==> src/rtl/rf_wport_arbiter.sv <==
// Register file write-port arbiter: pipeline writeback beats load returns and mul/div results,
// which share a round-robin slot; a pending scoreboard reports busy destinations to decode.
module rf_wport_arbiter #(
    parameter int REGNUM = 32,
    parameter int DW     = 32,
    parameter int AW     = 5
) (
    input  logic          clock,
    input  logic          reset,
    input  logic          wb_we,
    input  logic [AW-1:0] wb_addr,
    input  logic [DW-1:0] wb_data,
    input  logic          ld_valid,
    input  logic [AW-1:0] ld_addr,
    input  logic [DW-1:0] ld_data,
    output logic          ld_ready,
    input  logic          md_valid,
    input  logic [AW-1:0] md_addr,
    input  logic [DW-1:0] md_data,
    output logic          md_ready,
    input  logic          iss_valid,
    input  logic [AW-1:0] iss_addr,
    input  logic [AW-1:0] rs_addr,
    input  logic [AW-1:0] rt_addr,
    input  logic [AW-1:0] rd_addr,
    output logic          rs_busy,
    output logic          rt_busy,
    output logic          rd_busy,
    output logic          rf_we,
    output logic [AW-1:0] rf_a3,
    output logic [DW-1:0] rf_wd3
);

    typedef enum logic {
        LAST_LD,
        LAST_MD
    } last_t;

    last_t              last_q;
    last_t              last_d;
    logic [REGNUM-1:0]  pending;
    logic [REGNUM-1:0]  pending_d;
    logic [REGNUM-1:0]  set_vec;
    logic [REGNUM-1:0]  clr_vec;
    logic               wb_win;
    logic               ld_fire;
    logic               md_fire;
    logic               wr_en;
    logic [AW-1:0]      wr_addr;
    logic [DW-1:0]      wr_data;

    // Register 0 never reports busy, and addresses beyond REGNUM read as idle.
    function automatic logic bit_of(input logic [REGNUM-1:0] vec, input logic [AW-1:0] a);
        logic hit;
        hit = 1'b0;
        for (int i = 1; i < REGNUM; i++) begin
            if (a == AW'(i)) begin
                hit = vec[i];
            end
        end
        return hit;
    endfunction

    assign wb_win = wb_we && (wb_addr != '0);

    always_comb begin
        ld_ready = 1'b0;
        md_ready = 1'b0;
        if (!wb_win) begin
            ld_ready = ld_valid && (!md_valid || (last_q == LAST_MD));
            md_ready = md_valid && (!ld_valid || (last_q == LAST_LD));
        end
    end

    assign ld_fire = ld_valid && ld_ready;
    assign md_fire = md_valid && md_ready;

    always_comb begin
        last_d = last_q;
        if (ld_fire) begin
            last_d = LAST_LD;
        end else if (md_fire) begin
            last_d = LAST_MD;
        end
    end

    always_ff @(posedge clock or negedge reset) begin
        if (!reset) begin
            last_q <= LAST_MD;
        end else begin
            last_q <= last_d;
        end
    end

    // Winning write; a load or mul/div result aimed at r0 is accepted but never reaches the port.
    always_comb begin
        wr_en   = 1'b0;
        wr_addr = '0;
        wr_data = '0;
        if (wb_win) begin
            wr_en   = 1'b1;
            wr_addr = wb_addr;
            wr_data = wb_data;
        end else if (ld_fire) begin
            wr_en   = (ld_addr != '0);
            wr_addr = ld_addr;
            wr_data = ld_data;
        end else if (md_fire) begin
            wr_en   = (md_addr != '0);
            wr_addr = md_addr;
            wr_data = md_data;
        end
    end

    always_ff @(posedge clock or negedge reset) begin
        if (!reset) begin
            rf_we  <= 1'b0;
            rf_a3  <= '0;
            rf_wd3 <= '0;
        end else begin
            rf_we <= wr_en;
            if (wr_en) begin
                rf_a3  <= wr_addr;
                rf_wd3 <= wr_data;
            end
        end
    end

    // Set is applied after clear so a same-cycle issue keeps the register pending.
    always_comb begin
        set_vec = '0;
        clr_vec = '0;
        for (int i = 1; i < REGNUM; i++) begin
            set_vec[i] = iss_valid && (iss_addr == AW'(i));
            clr_vec[i] = (ld_fire && (ld_addr == AW'(i))) || (md_fire && (md_addr == AW'(i)));
        end
        pending_d = (pending & ~clr_vec) | set_vec;
    end

    always_ff @(posedge clock or negedge reset) begin
        if (!reset) begin
            pending <= '0;
        end else begin
            pending <= pending_d;
        end
    end

    assign rs_busy = bit_of(pending, rs_addr);
    assign rt_busy = bit_of(pending, rt_addr);
    assign rd_busy = bit_of(pending, rd_addr);

    // Upstream contract: decode stalls on rd_busy, WB only targets idle registers, and
    // long-latency results only return to registers that were issued.
    a_iss_not_pending: assert property (@(posedge clock) disable iff (!reset)
        (iss_valid && (iss_addr != '0) && bit_of(pending, iss_addr)) |->
        ((ld_fire && (ld_addr == iss_addr)) || (md_fire && (md_addr == iss_addr))));

    a_wb_not_pending: assert property (@(posedge clock) disable iff (!reset)
        wb_win |-> !bit_of(pending, wb_addr));

    a_ld_was_pending: assert property (@(posedge clock) disable iff (!reset)
        (ld_fire && (ld_addr != '0)) |-> bit_of(pending, ld_addr));

    a_md_was_pending: assert property (@(posedge clock) disable iff (!reset)
        (md_fire && (md_addr != '0)) |-> bit_of(pending, md_addr));

endmodule
==> config.mk <==
export PLATFORM = sky130hd
export DESIGN_NAME = rf_wport_arbiter
export DESIGN_NICKNAME = d
export VERILOG_FILES = /design/src/rtl/rf_wport_arbiter.sv
export SDC_FILE = /design/constraint.sdc
export NUM_CORES = 1
export LEC_CHECK = 0
export BUFFER_PORTS_ARGS = -buffer_cell sky130_fd_sc_hd__buf_2
export CAP_MARGIN = 20
export CORE_AREA = 3 3 111 113
export DETAILED_ROUTE_END_ITERATION = 8
export DIE_AREA = 0 0 114 116
export PLACE_DENSITY = 0.88
export SLEW_MARGIN = 0
export SYNTH_ARGS = -nofsm -noshare
export SYNTH_HDL_FRONTEND = slang
export SYNTH_SLANG_ARGS = --single-unit
export TNS_END_PERCENT = 1
==> constraint.sdc <==
create_clock -name clock -period 1.8 [get_ports clock]
set_input_delay 0.18 -clock clock [delete_from_list [all_inputs] [get_ports clock]]
set_output_delay 0.18 -clock clock [all_outputs]
set_load 0.02 [all_outputs]
Word level (Yosys, flattened, before mapping)

Index checks and enable logic that the tools add are counted.

Output and inout port bits: 43
Register bits after elaboration: 71
Logic and storage cells: 438
Input bits: 137

Bitwise operators: 4
Equal/unequal tests: 186
Reduce and logical (&&, ||, !) cells: 137
Mux-type cells: 106

Operators with widths:

| cell               | number |
|---|---|
| $eq 5x5->1 const B | 96 |
| $eq 5x4->1 const B | 48 |
| $eq 5x3->1 const B | 24 |
| $mux 1             | 100 |
| $logic_and 1x1->1  | 98 |
| $mux 32            | 3 |
| $eq 5x2->1 const B | 12 |
| $logic_or 1x1->1   | 33 |
| $and 32x32->32     | 1 |
| $not 32->32        | 1 |
| $or 32x32->32      | 1 |
| $eq 5x1->1 const B | 6 |
| $mux 5             | 3 |
| $reduce_bool 5->1  | 3 |
| $logic_not 1->1    | 2 |
| $reduce_bool 2->1  | 1 |
| $not 1->1          | 1 |

Logic depth before layout (Yosys ltp)

Depth in word-level cells: 32
Gate-level depth with buffers: 8
Gate-level depth less buffers: 5

Least setup slack after synthesis

No wires, ideal clock.

Kind: input to output
From: in rt_addr[0]
To: out rt_busy
Slack: -347 ps
Data arrival time: 1,967 ps
Cell stages on the path: 7
Data required time: 1,620 ps
Path buffers: 3
Path through: clkbuf_1 buf_1 clkbuf_1 nor3b_1 nor4_1 nor3_1 o21ai_0

Longest elaborated chain between the ends: 32
Elaborated cells on any way between the ends: 62
Those cells by class: eq/ne (31); mux (31)

RTL lines:

| item                  | line | text |
|---|---|---|
| start, declared       | 24   | `input logic [AW-1:0] rt_addr,` |
| $eq 5x1->1            | 57   | `if (a == AW'(i)) begin` |
| $mux 1 (30 in series) | 57   |  |
| $mux 1 *              | 57   |  |
| end, declared         | 27   | `output logic rt_busy,` |

Mark *: on every way between the ends. The rest lies on a longest branch, timed or not.

Worst setup path in the final report

From: reg pending[6]
To: out rt_busy

Longest elaborated chain between the ends: 26

RTL lines:

| item                   | line | text |
|---|---|---|
| start, declared        | 41   | `logic [REGNUM-1:0] pending;` |
| start signal, assigned | 144  | `pending <= pending_d;` |
| $mux 1 (26 in series)  | 57   |  |

No other way between the ends.

==> flow_summary.toml <==
[status]
outcome = "finished, violations left"
violations = "negative setup slack"

[worst_setup_path]
worst-path-max-fanout = 4
crit_path_end_kind = "primary output"
crit-reg2reg-launch = "last_q$_DFFE_PN1P_"
start_kind = "flip-flop"
reg2regPathDepth = 5
worstSetupPathType = "flip-flop to primary output"
crit_end = "rt_busy"
startpoint = "pending[6]$_DFF_PN0_"
worstSetupPathDepth = 7
crit_family = "simple AND/OR/NAND/NOR gates"
cpMaxStageDelayCell = "dfrtp_1"
cpPeakStageDelay_ns = 0.41
critPathBufInv = 2
worstPathCellList = "buf_4 -> mux2_2 -> nor3b_1 -> nor4_1 -> nor3_1 -> o21ai_1 -> buf_2"
cp.arrival_ns = 1.95
r2r_end = "rf_wd3[26]$_DFFE_PN0P_"
worstPathRequired_ns = 1.62
reg2reg_slack_ns = 0.01

[final_layout]
drive_above_1_share_pct = 39.0
nNetsFinal = 989
area_growth_pct = 35.4

[timing]
slew_headroom_pct = 72.4
fin_crit_sh_pct = 119
setup_tns_ns = -0.865
worstMarginPinSlew_ns = 0.413
fin_worst_skew_ns = 0.00486
fmax_ghz = 0.469
period_needed_ns = 2.13
setup_slack_ns = -0.333
rsz0062_at_grt = "true"
finalSetupViolations = 3
final_max_slew_viol_count = 0
finalHoldViolCount = 0

[floorplan]
fp.dieH_um = 116
start_util_pct = 46.9
io_pins = 180
core-area_um2 = 11400
die_w_um = 114
dieArea_um2 = 13200
rows = 39

[global_routing]
grt_busiest_layer = "met2"
overflow = 0
use_met3_pct = 5.85
grtUsageTotal_pct = 28.8
antenna_found_initial = 1
grt_max_degree = 57
grt_pass1_vias = 5867
grt_use_met1_pct = 36.0
grt_pass1_wl_um = 30100
grt_util_met2_pct = 47.7

[drt]
wire_per_inst_um = 19.4
drc = 0
vias_per_cell = 6.33
first_pass_iters = 6
vias = 6341
drt_iter0_drc = 846
drt.antenna.violating_nets = 0
wl_um = 19400

[yosys]
syn_area_um2 = 5360
synth_nets = 786
async_flop_share_pct = 100
synth_area_leaders = "dfrtp_1 (32%), mux2_2 (8.4%), nand2_1 (4.6%)"
synth-edff-count = 0
netlist_instances = 649
synth_cell_type_count = 67
synthFlopType = "dfrtp_1"
synth_top_area_share_pct = 32.2
synth_top_cell_by_area = "dfrtp_1"
avgSynthCellArea_um2 = 8.25
ys_seq_elements = 70
ys_seq_area_share_pct = 32.7
yosys_warnings = 0

[placement]
gp_congestion = 0.976
port_buffers = 179
dp_hpwl_um = 14500

[hold_path]
holdCritPathClass = "input port to flip-flop"
min-delay-start = "ld_valid"

[pwr]
leakage_uw = 0.00325
vdd_drop_max_mv = 0.661
power_uw = 6450
powerDensity_nw_per_um2 = 890

[clock_tree]
cts_tree = "done"
cts.htree.levels = 3
cts_buffers = 9
clockBufferDepth = 2
cts_root_buffer = "clkbuf_16"
clk_latency_ns = 0.34
cts.reportedPaths.clkPinSlew_ns = 0.06
cts_sinks = 70

[job]
drv_cap = 0
-- where the power goes --
part	switching, µW	total [µW]	internal [µW]
registers	368	2270	1900
clock network	704	1920	1220
logic	1190	2260	1070
total	2260	6450	4190
-- state kept, by name, summed over array words and instances (netlist names) --
signal   flops
last_q       1
pending     31
rf_a3        5
rf_wd3      32
rf_we        1
-- final cells by class --
| class | count | area [µm²] |
|---|---|---|
| fillers | 963 | 4170 |
| multi-input cells | 503 | 3460 |
| flip-flops and latches | 70 | 1750 |
| repair buffers | 247 | 1460 |
| clock buffers | 9 | 225 |
| well taps | 143 | 179 |
| clock inverters | 7 | 98.8 |
| inverters | 21 | 78.8 |
| diodes | 1 | 2.50 |
-- cell usage after synthesis, types with 7 or more instances --
cell       n
clkbuf_1  47
o31ai_1    7
a31oi_1   34
nor2b_1   16
a32o_1    10
dfrtp_1   69
or4_1      7
mux2i_1   10
nor3b_1    9
and3_1     7
or2_2      9
nor2_1    53
o22ai_1   13
o221ai_1  11
inv_1     21
nor3_1    15
a21oi_1   15
o21ai_0   23
nand3_1   47
nor4_1    12
or3_1      7
nand2b_1  15
mux2_2    40
nand2_1   65
-- worst min-delay path by stage --
| stage | end | slack, ns | cells past startpoint |
|---|---|---|---|
| final | last_q$_DFFE_PN1P_ | 0.06 | 2 |
| after global routing | last_q$_DFFE_PN1P_ | 0.08 | 2 |
| after CTS | last_q$_DFFE_PN1P_ | 0.05 | 2 |
| after detailed placement | rf_wd3[22]$_DFFE_PN0P_ | 0.11 | 1 |
| after global placement | rf_wd3[22]$_DFFE_PN0P_ | 0.11 | 1 |
| after floorplan | pending[10]$_DFF_PN0_ | -0.12 | 0 |
-- repair_timing --
action	4_1_cts	5_1_grt
pin swaps	6	3
endpoints found under the setup margin	41	56
hold endpoints to repair	14	0
resized for setup	11	10
setup buffers	1	0
hold buffers	1	0
-- worst register-to-register path, stage by stage, from the launching register on --
cell and delay [ns]:
dfstp_2 0.57, o21ai_4 0.10, buf_4 0.16, o221ai_4 0.23, buf_12 0.24, mux2_2 0.36
-- per-layer routing --
layer  wire length, µm  share of wire [%]  vias up
li1                  -                  -     2859
met1              6960                 36     2944
met2              9490                 49      455
met3              2120                 11       83
met4               836                4.3        0
met5                 0                  0        -
-- metrics by stage --
stage          std cells  util, %  worst slack, ns  hold WS, ns  cell area (µm²)
6_report            1001     63.5           -0.333       0.0618             7250
5_1_grt             1001     63.5           -0.416       0.0767             7250
4_1_cts             1000     63.2           -0.347       0.0545             7220
3_5_place_dp         983     59.9           -0.472        0.109             6840
3_3_place_gp         983     59.9           -0.373        0.107             6840
2_1_floorplan        649        -           -0.268       -0.116             5430
-- kinds of logic after synthesis --
kind of cell | count (synthesis) | share of synthesized area, %
simple gates | 282 | 27.0
compound gates | 166 | 22.3
mux | 55 | 12.4
buf+inv | 76 | 5.51
flops | 70 | 32.7
-- cell usage in the layout, fill, tap and decap left out, types with 9 or more instances in the layout --
cell type	n
nor3b_1	9
buf_4	62
o221ai_1	10
nand2_1	65
nor3_1	15
nor4_1	12
a21oi_1	15
mux2i_1	10
dfrtp_1	68
mux2_4	19
o22ai_1	13
a31oi_1	34
mux2_2	21
nand2b_1	15
o21ai_0	22
or2_2	9
clkbuf_16	9
a32o_1	10
nor2_1	52
inv_1	21
buf_2	179
nor2b_1	16
nand3_1	47
(Power assumes the default switching activity.)
